<file path="src/rtl/led_sweep_pkg.sv">
// rtl/led_sweep_pkg.sv - shared mode and state encodings for the LED sweep sequencer
package led_sweep_pkg;

    typedef enum logic [1:0] {
        MODE_BOUNCE = 2'b00,
        MODE_ROTL   = 2'b01,
        MODE_ROTR   = 2'b10,
        MODE_HOLD   = 2'b11
    } mode_e;

    typedef enum logic [1:0] {
        ST_IDLE  = 2'b00,
        ST_RUN   = 2'b01,
        ST_DWELL = 2'b10
    } state_e;

endpackage

</file>
<file path="src/rtl/tick_prescaler.sv">
// rtl/tick_prescaler.sv - step-period counter producing one tick every period+1 enabled cycles
module tick_prescaler #(
    parameter int unsigned PERIOD_W = 16
) (
    input  logic                clk,
    input  logic                reset,
    input  logic                clr,
    input  logic                en,
    input  logic [PERIOD_W-1:0] period,
    output logic                tick
);

    logic [PERIOD_W-1:0] cnt_q, cnt_d;

    assign tick = en && (cnt_q == period);

    always_comb begin
        cnt_d = cnt_q;
        if (clr) begin
            cnt_d = '0;
        end else if (en) begin
            cnt_d = tick ? '0 : cnt_q + PERIOD_W'(1);
        end
    end

    always_ff @(posedge clk) begin
        if (reset) begin
            cnt_q <= '0;
        end else begin
            cnt_q <= cnt_d;
        end
    end

endmodule

</file>
<file path="src/rtl/led_sweep_ctrl.sv">
// rtl/led_sweep_ctrl.sv - one-hot LED sweep sequencer with bounce/dwell and rotate modes
module led_sweep_ctrl
    import led_sweep_pkg::*;
#(
    parameter int unsigned WIDTH    = 8,
    parameter int unsigned PERIOD_W = 16,
    parameter int unsigned DWELL_W  = 3
) (
    input  logic                clk,
    input  logic                reset,
    input  logic                start,
    input  logic                stop,
    input  logic [1:0]          mode,
    input  logic [PERIOD_W-1:0] period,
    input  logic [DWELL_W-1:0]  dwell,
    output logic [WIDTH-1:0]    count,
    output logic                busy,
    output logic                step,
    output logic                wrap
);

    localparam int unsigned POS_W = $clog2(WIDTH);
    localparam logic [POS_W-1:0] POS_MAX = POS_W'(WIDTH - 1);

    state_e              state_q, state_d;
    mode_e               mode_q, mode_d;
    logic [PERIOD_W-1:0] period_q, period_d;
    logic [DWELL_W-1:0]  dwell_q, dwell_d;
    logic [DWELL_W-1:0]  dwell_cnt_q, dwell_cnt_d;
    logic [POS_W-1:0]    pos_q, pos_d;
    logic                dir_down_q, dir_down_d;
    logic                step_q, step_d;
    logic                wrap_q, wrap_d;
    logic                tick;

    assign busy  = (state_q != ST_IDLE);
    assign count = WIDTH'(1) << pos_q;
    assign step  = step_q;
    assign wrap  = wrap_q;

    tick_prescaler #(.PERIOD_W(PERIOD_W)) u_prescaler (
        .clk    (clk),
        .reset  (reset),
        .clr    (start || stop),
        .en     (busy),
        .period (period_q),
        .tick   (tick)
    );

    always_comb begin
        state_d     = state_q;
        mode_d      = mode_q;
        period_d    = period_q;
        dwell_d     = dwell_q;
        dwell_cnt_d = dwell_cnt_q;
        pos_d       = pos_q;
        dir_down_d  = dir_down_q;
        step_d      = 1'b0;
        wrap_d      = 1'b0;

        if (stop) begin
            state_d = ST_IDLE;
        end else if (start) begin
            // Dwell decision uses the incoming config, since it is latched on this same edge
            mode_d     = mode_e'(mode);
            period_d   = period;
            dwell_d    = dwell;
            pos_d      = '0;
            dir_down_d = 1'b0;
            if ((mode_e'(mode) == MODE_BOUNCE) && (dwell != '0)) begin
                state_d     = ST_DWELL;
                dwell_cnt_d = dwell;
            end else begin
                state_d = ST_RUN;
            end
        end else if (tick) begin
            case (state_q)
                ST_RUN: begin
                    case (mode_q)
                        MODE_BOUNCE: begin
                            step_d = 1'b1;
                            if (!dir_down_q) begin
                                pos_d = pos_q + POS_W'(1);
                                if (pos_q == POS_MAX - POS_W'(1)) dir_down_d = 1'b1;
                            end else begin
                                pos_d = pos_q - POS_W'(1);
                                if (pos_q == POS_W'(1)) begin
                                    dir_down_d = 1'b0;
                                    wrap_d     = 1'b1;
                                    if (dwell_q != '0) begin
                                        state_d     = ST_DWELL;
                                        dwell_cnt_d = dwell_q;
                                    end
                                end
                            end
                        end
                        MODE_ROTL: begin
                            step_d = 1'b1;
                            if (pos_q == POS_MAX) begin
                                pos_d  = '0;
                                wrap_d = 1'b1;
                            end else begin
                                pos_d = pos_q + POS_W'(1);
                            end
                        end
                        MODE_ROTR: begin
                            step_d = 1'b1;
                            if (pos_q == '0) begin
                                pos_d  = POS_MAX;
                                wrap_d = 1'b1;
                            end else begin
                                pos_d = pos_q - POS_W'(1);
                            end
                        end
                        default: ;
                    endcase
                end
                ST_DWELL: begin
                    if (dwell_cnt_q == DWELL_W'(1)) begin
                        state_d = ST_RUN;
                    end else begin
                        dwell_cnt_d = dwell_cnt_q - DWELL_W'(1);
                    end
                end
                default: ;
            endcase
        end
    end

    always_ff @(posedge clk) begin
        if (reset) begin
            state_q     <= ST_IDLE;
            mode_q      <= MODE_BOUNCE;
            period_q    <= '0;
            dwell_q     <= '0;
            dwell_cnt_q <= '0;
            pos_q       <= '0;
            dir_down_q  <= 1'b0;
            step_q      <= 1'b0;
            wrap_q      <= 1'b0;
        end else begin
            state_q     <= state_d;
            mode_q      <= mode_d;
            period_q    <= period_d;
            dwell_q     <= dwell_d;
            dwell_cnt_q <= dwell_cnt_d;
            pos_q       <= pos_d;
            dir_down_q  <= dir_down_d;
            step_q      <= step_d;
            wrap_q      <= wrap_d;
        end
    end

endmodule

</file>
<file path="config.mk">
export PLATFORM = sky130hd
export DESIGN_NAME = led_sweep_ctrl
export DESIGN_NICKNAME = d
export VERILOG_FILES = /design/src/rtl/led_sweep_pkg.sv /design/src/rtl/tick_prescaler.sv /design/src/rtl/led_sweep_ctrl.sv
export SDC_FILE = /design/constraint.sdc
export NUM_CORES = 1
export LEC_CHECK = 0
export BUFFER_PORTS_ARGS = -buffer_cell sky130_fd_sc_hd__buf_2
export CAP_MARGIN = 20
export CORE_MARGIN = 2
export CORE_UTILIZATION = 47
export DETAILED_ROUTE_END_ITERATION = 6
export PLACE_DENSITY = 0.76
export SLEW_MARGIN = 20
export SYNTH_ARGS = -nofsm -noshare
export SYNTH_HDL_FRONTEND = slang
export SYNTH_SLANG_ARGS = --single-unit
export TNS_END_PERCENT = 10
</file>
<file path="constraint.sdc">
create_clock -name clk -period 3.95 [get_ports clk]
set_input_delay 1.185 -clock clk [delete_from_list [all_inputs] [get_ports clk]]
set_output_delay 1.185 -clock clk [all_outputs]
set_load 0.02 [all_outputs]
</file>
Word-level counts from Yosys, hierarchy flattened
Cells that the tools add are included.

cells by class
  add/sub/neg operators = 4
  equal/unequal tests = 16
  shift operators = 1
  multiplexer cells = 39
  bitwise operators = 3
  reductions and logical operators = 23

operators by type and width
  operator                                                               number
  3-bit two-way mux                                                      14
  16-bit by 1-bit adder with 16-bit output, second input constant        1
  16-bit equality test                                                   1
  16-bit two-way mux                                                     1
  2-bit two-way mux                                                      8
  3-bit != test, second input constant                                   5
  1-bit two-way mux                                                      12
  3-bit case mux with 3 select lines                                     1
  9-bit AND reduction                                                    1
  3-bit nonzero test                                                     3
  4-bit AND reduction                                                    2
  2-bit nonzero test                                                     4
  1-bit by 3-bit << shifter with 8-bit output, first input constant      1
  7-bit AND reduction                                                    1
  3-bit by 1-bit equality test with 1-bit output, second input constant  2
  3-bit equality test, second input constant                             2
  3-bit case mux with 2 select lines                                     1
  3-bit by 1-bit subtractor with 3-bit output, second input constant     2
  5-bit OR reduction                                                     1
  2-bit by 1-bit equality test with 1-bit output, second input constant  2
  2-bit equality test, second input constant                             2
  2-bit zero test                                                        2
  2-bit case mux with 2 select lines                                     1
  4-bit nonzero test                                                     1
  11 further kinds                                                       15

storage, ports and cells
  register bits = 48
  bits of input ports = 25
  output and inout port bits = 11
  word-level logic and storage cells = 96

Depth between registers and ports, before layout
  depth after elaboration = 8
  mapped depth = 8
  mapped depth without buffers = 8

Modules after synthesis
A second synthesis with hierarchy kept.

unflattened totals
  cells, all modules = 332
  area, all modules = 2,723.9 µm²

modules (own cells, without submodules)
  module          instances  cells an instance  area each (µm²)  sequential area each (µm²)
  led_sweep_ctrl  1          219                1,695.4          640.6
  tick_prescaler  1          113                1,028.5          320.3

Worst setup path after synthesis
OpenSTA, ideal clock, no wires.

  path type = input -> register
  from = in stop
  to = reg pos_q[2]
  library setup time = 0.070 ns
  arrival time = 2.404 ns
  data required time = 3.880 ns
  slack = 1.476 ns
  stages = 5
  path buffers = 1
  path through = clkbuf_1 -> nor3_1 -> nand4b_1 -> or4_1 -> a21oi_1

on the way
  longest elaborated chain between the ends = 2

RTL lines
  item                           line                   source
  start, declared                led_sweep_ctrl.sv:12   input logic stop,
  1-bit inverter (no line)       --
  4-bit AND reduction (no line)  --
  end signal, assigned           led_sweep_ctrl.sv:147  pos_q <= pos_d;
  end, declared                  led_sweep_ctrl.sv:30   logic [POS_W-1:0] pos_q, pos_d;

No other way between the ends.
A chain may end at the register's enable or synchronous reset.

Worst setup path after layout
  from = reg pos_q[0]
  to = out count[0]

on the way
  longest elaborated chain between the ends = 1

RTL lines
  item                                         line                  source
  1-bit by 3-bit << shifter with 8-bit output  led_sweep_ctrl.sv:37  assign count = WIDTH'(1) << pos_q;
  end, declared                                led_sweep_ctrl.sv:16  output logic [WIDTH-1:0] count,

No other way between the ends.

==> flow_summary.toml <==
[logic_synthesis]
synth.cell_area_sq_um = 2560
synth_top_area_share_pct = 37.5
yosys.cell_count.top_type = "nand2_1"
synth_top_area_cell = "dfxtp_1"
ys_seq_area_share_pct = 37.5
synth_area_leaders = "dfxtp_1 37%, nand2_1 8.6%, xnor2_1 7.9%, ha_1 6.8%, a21oi_1 5.9%"
ys_async_sr_fraction_pct = 0
synthTopCellsByCount = "59 x nand2_1, 48 x dfxtp_1, 34 x nor2_1, 30 x a21oi_1, 23 x xnor2_1"
ys_ff_latch = 48
synth_warnings = 0
synth_cell_types = 40
syn_nets = 360
synth_ff_type = "dfxtp_1"
synth_edf_count = 0
synth_area_per_cell_sq_um = 7.99
netlist_instances = 321

[cells_and_area]
nets = 391
drive_gt1_share_pct = 14.2
syn_to_final_growth_pct = 12.0
antennaDiodeCount = 0
utilization_pct = 55.5
stdcell_area_sq_um = 2870
seq_area_sq_um = 961
multi_input_area_sq_um = 1510
fill_cells = 492

[timing]
final.min_clock_period_ns = 2.70
fin_tns_setup_ns = 0
maxSlewHeadroom_pct = 40.3
drv_slew = 0
setup_ws_ns = 1.25
setup_viol = 0
worst_slew_pin_slew_ns = 0.896
fin_crit_sh_pct = 68.4
hold_viol_final = 0
holdWs_ns = 0.471
fmax_ghz = 0.370
rsz0062_at_grt = "false"
clock_skew_ns = 0.00378

[clock_tree]
worstSkewPairLatency_ns = 0.30
ctsLongestPathBuffers = 2
cts_max_level = 2
cts_made_buffers = 5
ctsHoldBuffers = 0
post_cts_buffers = 0
cts.repair.resized = 0
cts_sinks = 48
clk_pin_slew_worst_paths_ns = 0.09
tritoncts = "done"
cts_root_buf = "clkbuf_8"

[routing]
wl_met1_um = 2510
drc = 0
first_pass_iters = 4
met2_length_um = 2400
wl_per_cell_um = 12.7
wl_met3_um = 348
vias = 2177
drt-vias-per-instance = 5.15
postRouteWirelength_um = 5380
highest_layer = "met4"
drt_iter0_drc = 185
ant_nets = 0

[critical_path]
crit_slowest_cell = "dfxtp_1"
reg2reg_depth = 8
crit_arrival_ns = 1.52
critPathMaxStageDelay_ns = 0.36
crit_path_start_kind = "flip-flop"
crit_buf_inv = 2
cp.required_ns = 2.76
crit_fanout = 5
critical_path_cell_count = 4
critPathKind = "flip-flop to output port"
endpoint_kind = "output port"
crit_chain = "inv_1, ha_1, nor2b_1, buf_2"
critical-path-top-delay-family = "buffers and inverters"

[placed_design]
hpwl_um = 4020
port_buffers = 35
pre_cts_ws_ns = 1.30
place_congestion = 0.840
placed_cell_area_sq_um = 2780

[floorplanning]
fp.coreArea_sq_um = 5170
die_x_um = 77.9
num_io_pins = 36
rows = 26
die_h_um = 77.9
start_util_pct = 49.6
floorplan.die_area_sq_um = 6060

[power]
ir_drop_v = 0.000211
pwr_density_cell_nw_per_um2 = 310
power.leakage_nw = 1.10

[flow_run]
cap_violations = 0

[grt]
antenna_found_initial = 0
globalRoute.totalOverflow = 0
grt_pass1_vias = 1983
track_usage_pct = 18.8
grt_pass1_wl_um = 9220
grt_start_max_net_pins = 32

[run_status]
status = "finished, final reports clean"

[min_path]
hp-class = "flip-flop to flip-flop"
holdPathStages = 2
-- kinds of logic (layout without fill, tap and decap cells) --
group / count (synthesis) / in the layout / synth area share [%]
AOI/OAI and AO/OA: 51 / 51 / 12.3
buffers and inverters: 24 / 56 / 3.71
adders and majority gates: 14 / 14 / 6.83
muxes: 6 / 6 / 2.39
xor gates and xnor gates: 32 / 32 / 10.9
DFF: 48 / 48 / 37.5
and+or+nand+nor: 146 / 146 / 26.4
-- final timing paths --
path | start | endpoint | slack, ns
setup / recovery | pos_q[0]$_SDFFE_PP0P_ | count[0] | 1.25
hold / removal | period_q[11]$_SDFFE_PP0P_ | period_q[11]$_SDFFE_PP0P_ | 0.47
setup reg to reg | pos_q[1]$_SDFFE_PP0P_ | dwell_cnt_q[1]$_SDFFE_PP0P_ | 1.57
hold reg to reg | period_q[11]$_SDFFE_PP0P_ | period_q[11]$_SDFFE_PP0P_ | 0.47
-- layer usage --
metal | vias to the layer above | global-route usage, %
met2 | 70 | 28.4
met3 | 11 | 4.07
met1 | 961 | 25.8
li1 | 1135 | -
met5 | - | 0
met4 | 0 | 7.86
-- worst reg2reg max path: stages, from the launching register on --
cell	delay [ns]
dfxtp_1	0.33
inv_1	0.14
ha_1	0.20
nand2b_1	0.12
or4_4	0.58
a2111oi_4	0.37
a31oi_2	0.20
a211oi_1	0.24
a211oi_1	0.07
-- cell type report --
cell class / instances / area share (%)
clock buffer: 5 / 2.40
clock inverter: 3 / 0.654
inverter: 12 / 1.57
multi-input combinational: 249 / 52.5
sequential: 48 / 33.5
tap: 70 / 3.05
timing repair buffer: 36 / 6.36
-- metrics by stage --
stage / power, mW / instances
global route: 0.936 / 423
global placement: 0.611 / 415
detailed placement: 0.613 / 415
finish: 0.891 / 423
CTS: 0.901 / 423
floorplan: 0.581 / 321
-- layout by cell type (no fill, tap or decap), types with 6 or more instances in the layout --
cell type,synthesis,final
a21oi_1,30,30
ha_1,14,14
nand4_1,9,9
nand3_1,13,13
inv_1,11,11
buf_2,1,35
xor2_1,9,9
o21ai_0,8,8
xnor2_1,23,23
nand2_1,59,59
nor3_1,7,7
nand2b_1,6,6
nor2_1,34,34
dfxtp_1,48,48
-- flip-flops by register name (all words and copies together) (netlist names) --
name,count
dir_down_q,1
dwell_cnt_q,3
dwell_q,3
mode_q,2
period_q,16
pos_q,3
state_q,2
step,1
u_prescaler.cnt_q,16
wrap,1
-- power by group --
part / total [mW] / switching [mW] / internal [mW]
Clock: 0.289 / 0.166 / 0.124
Sequential: 0.504 / 0.00923 / 0.495
Combinational: 0.0978 / 0.0591 / 0.0388
No activity file was read; power rests on OpenSTA's default activity.
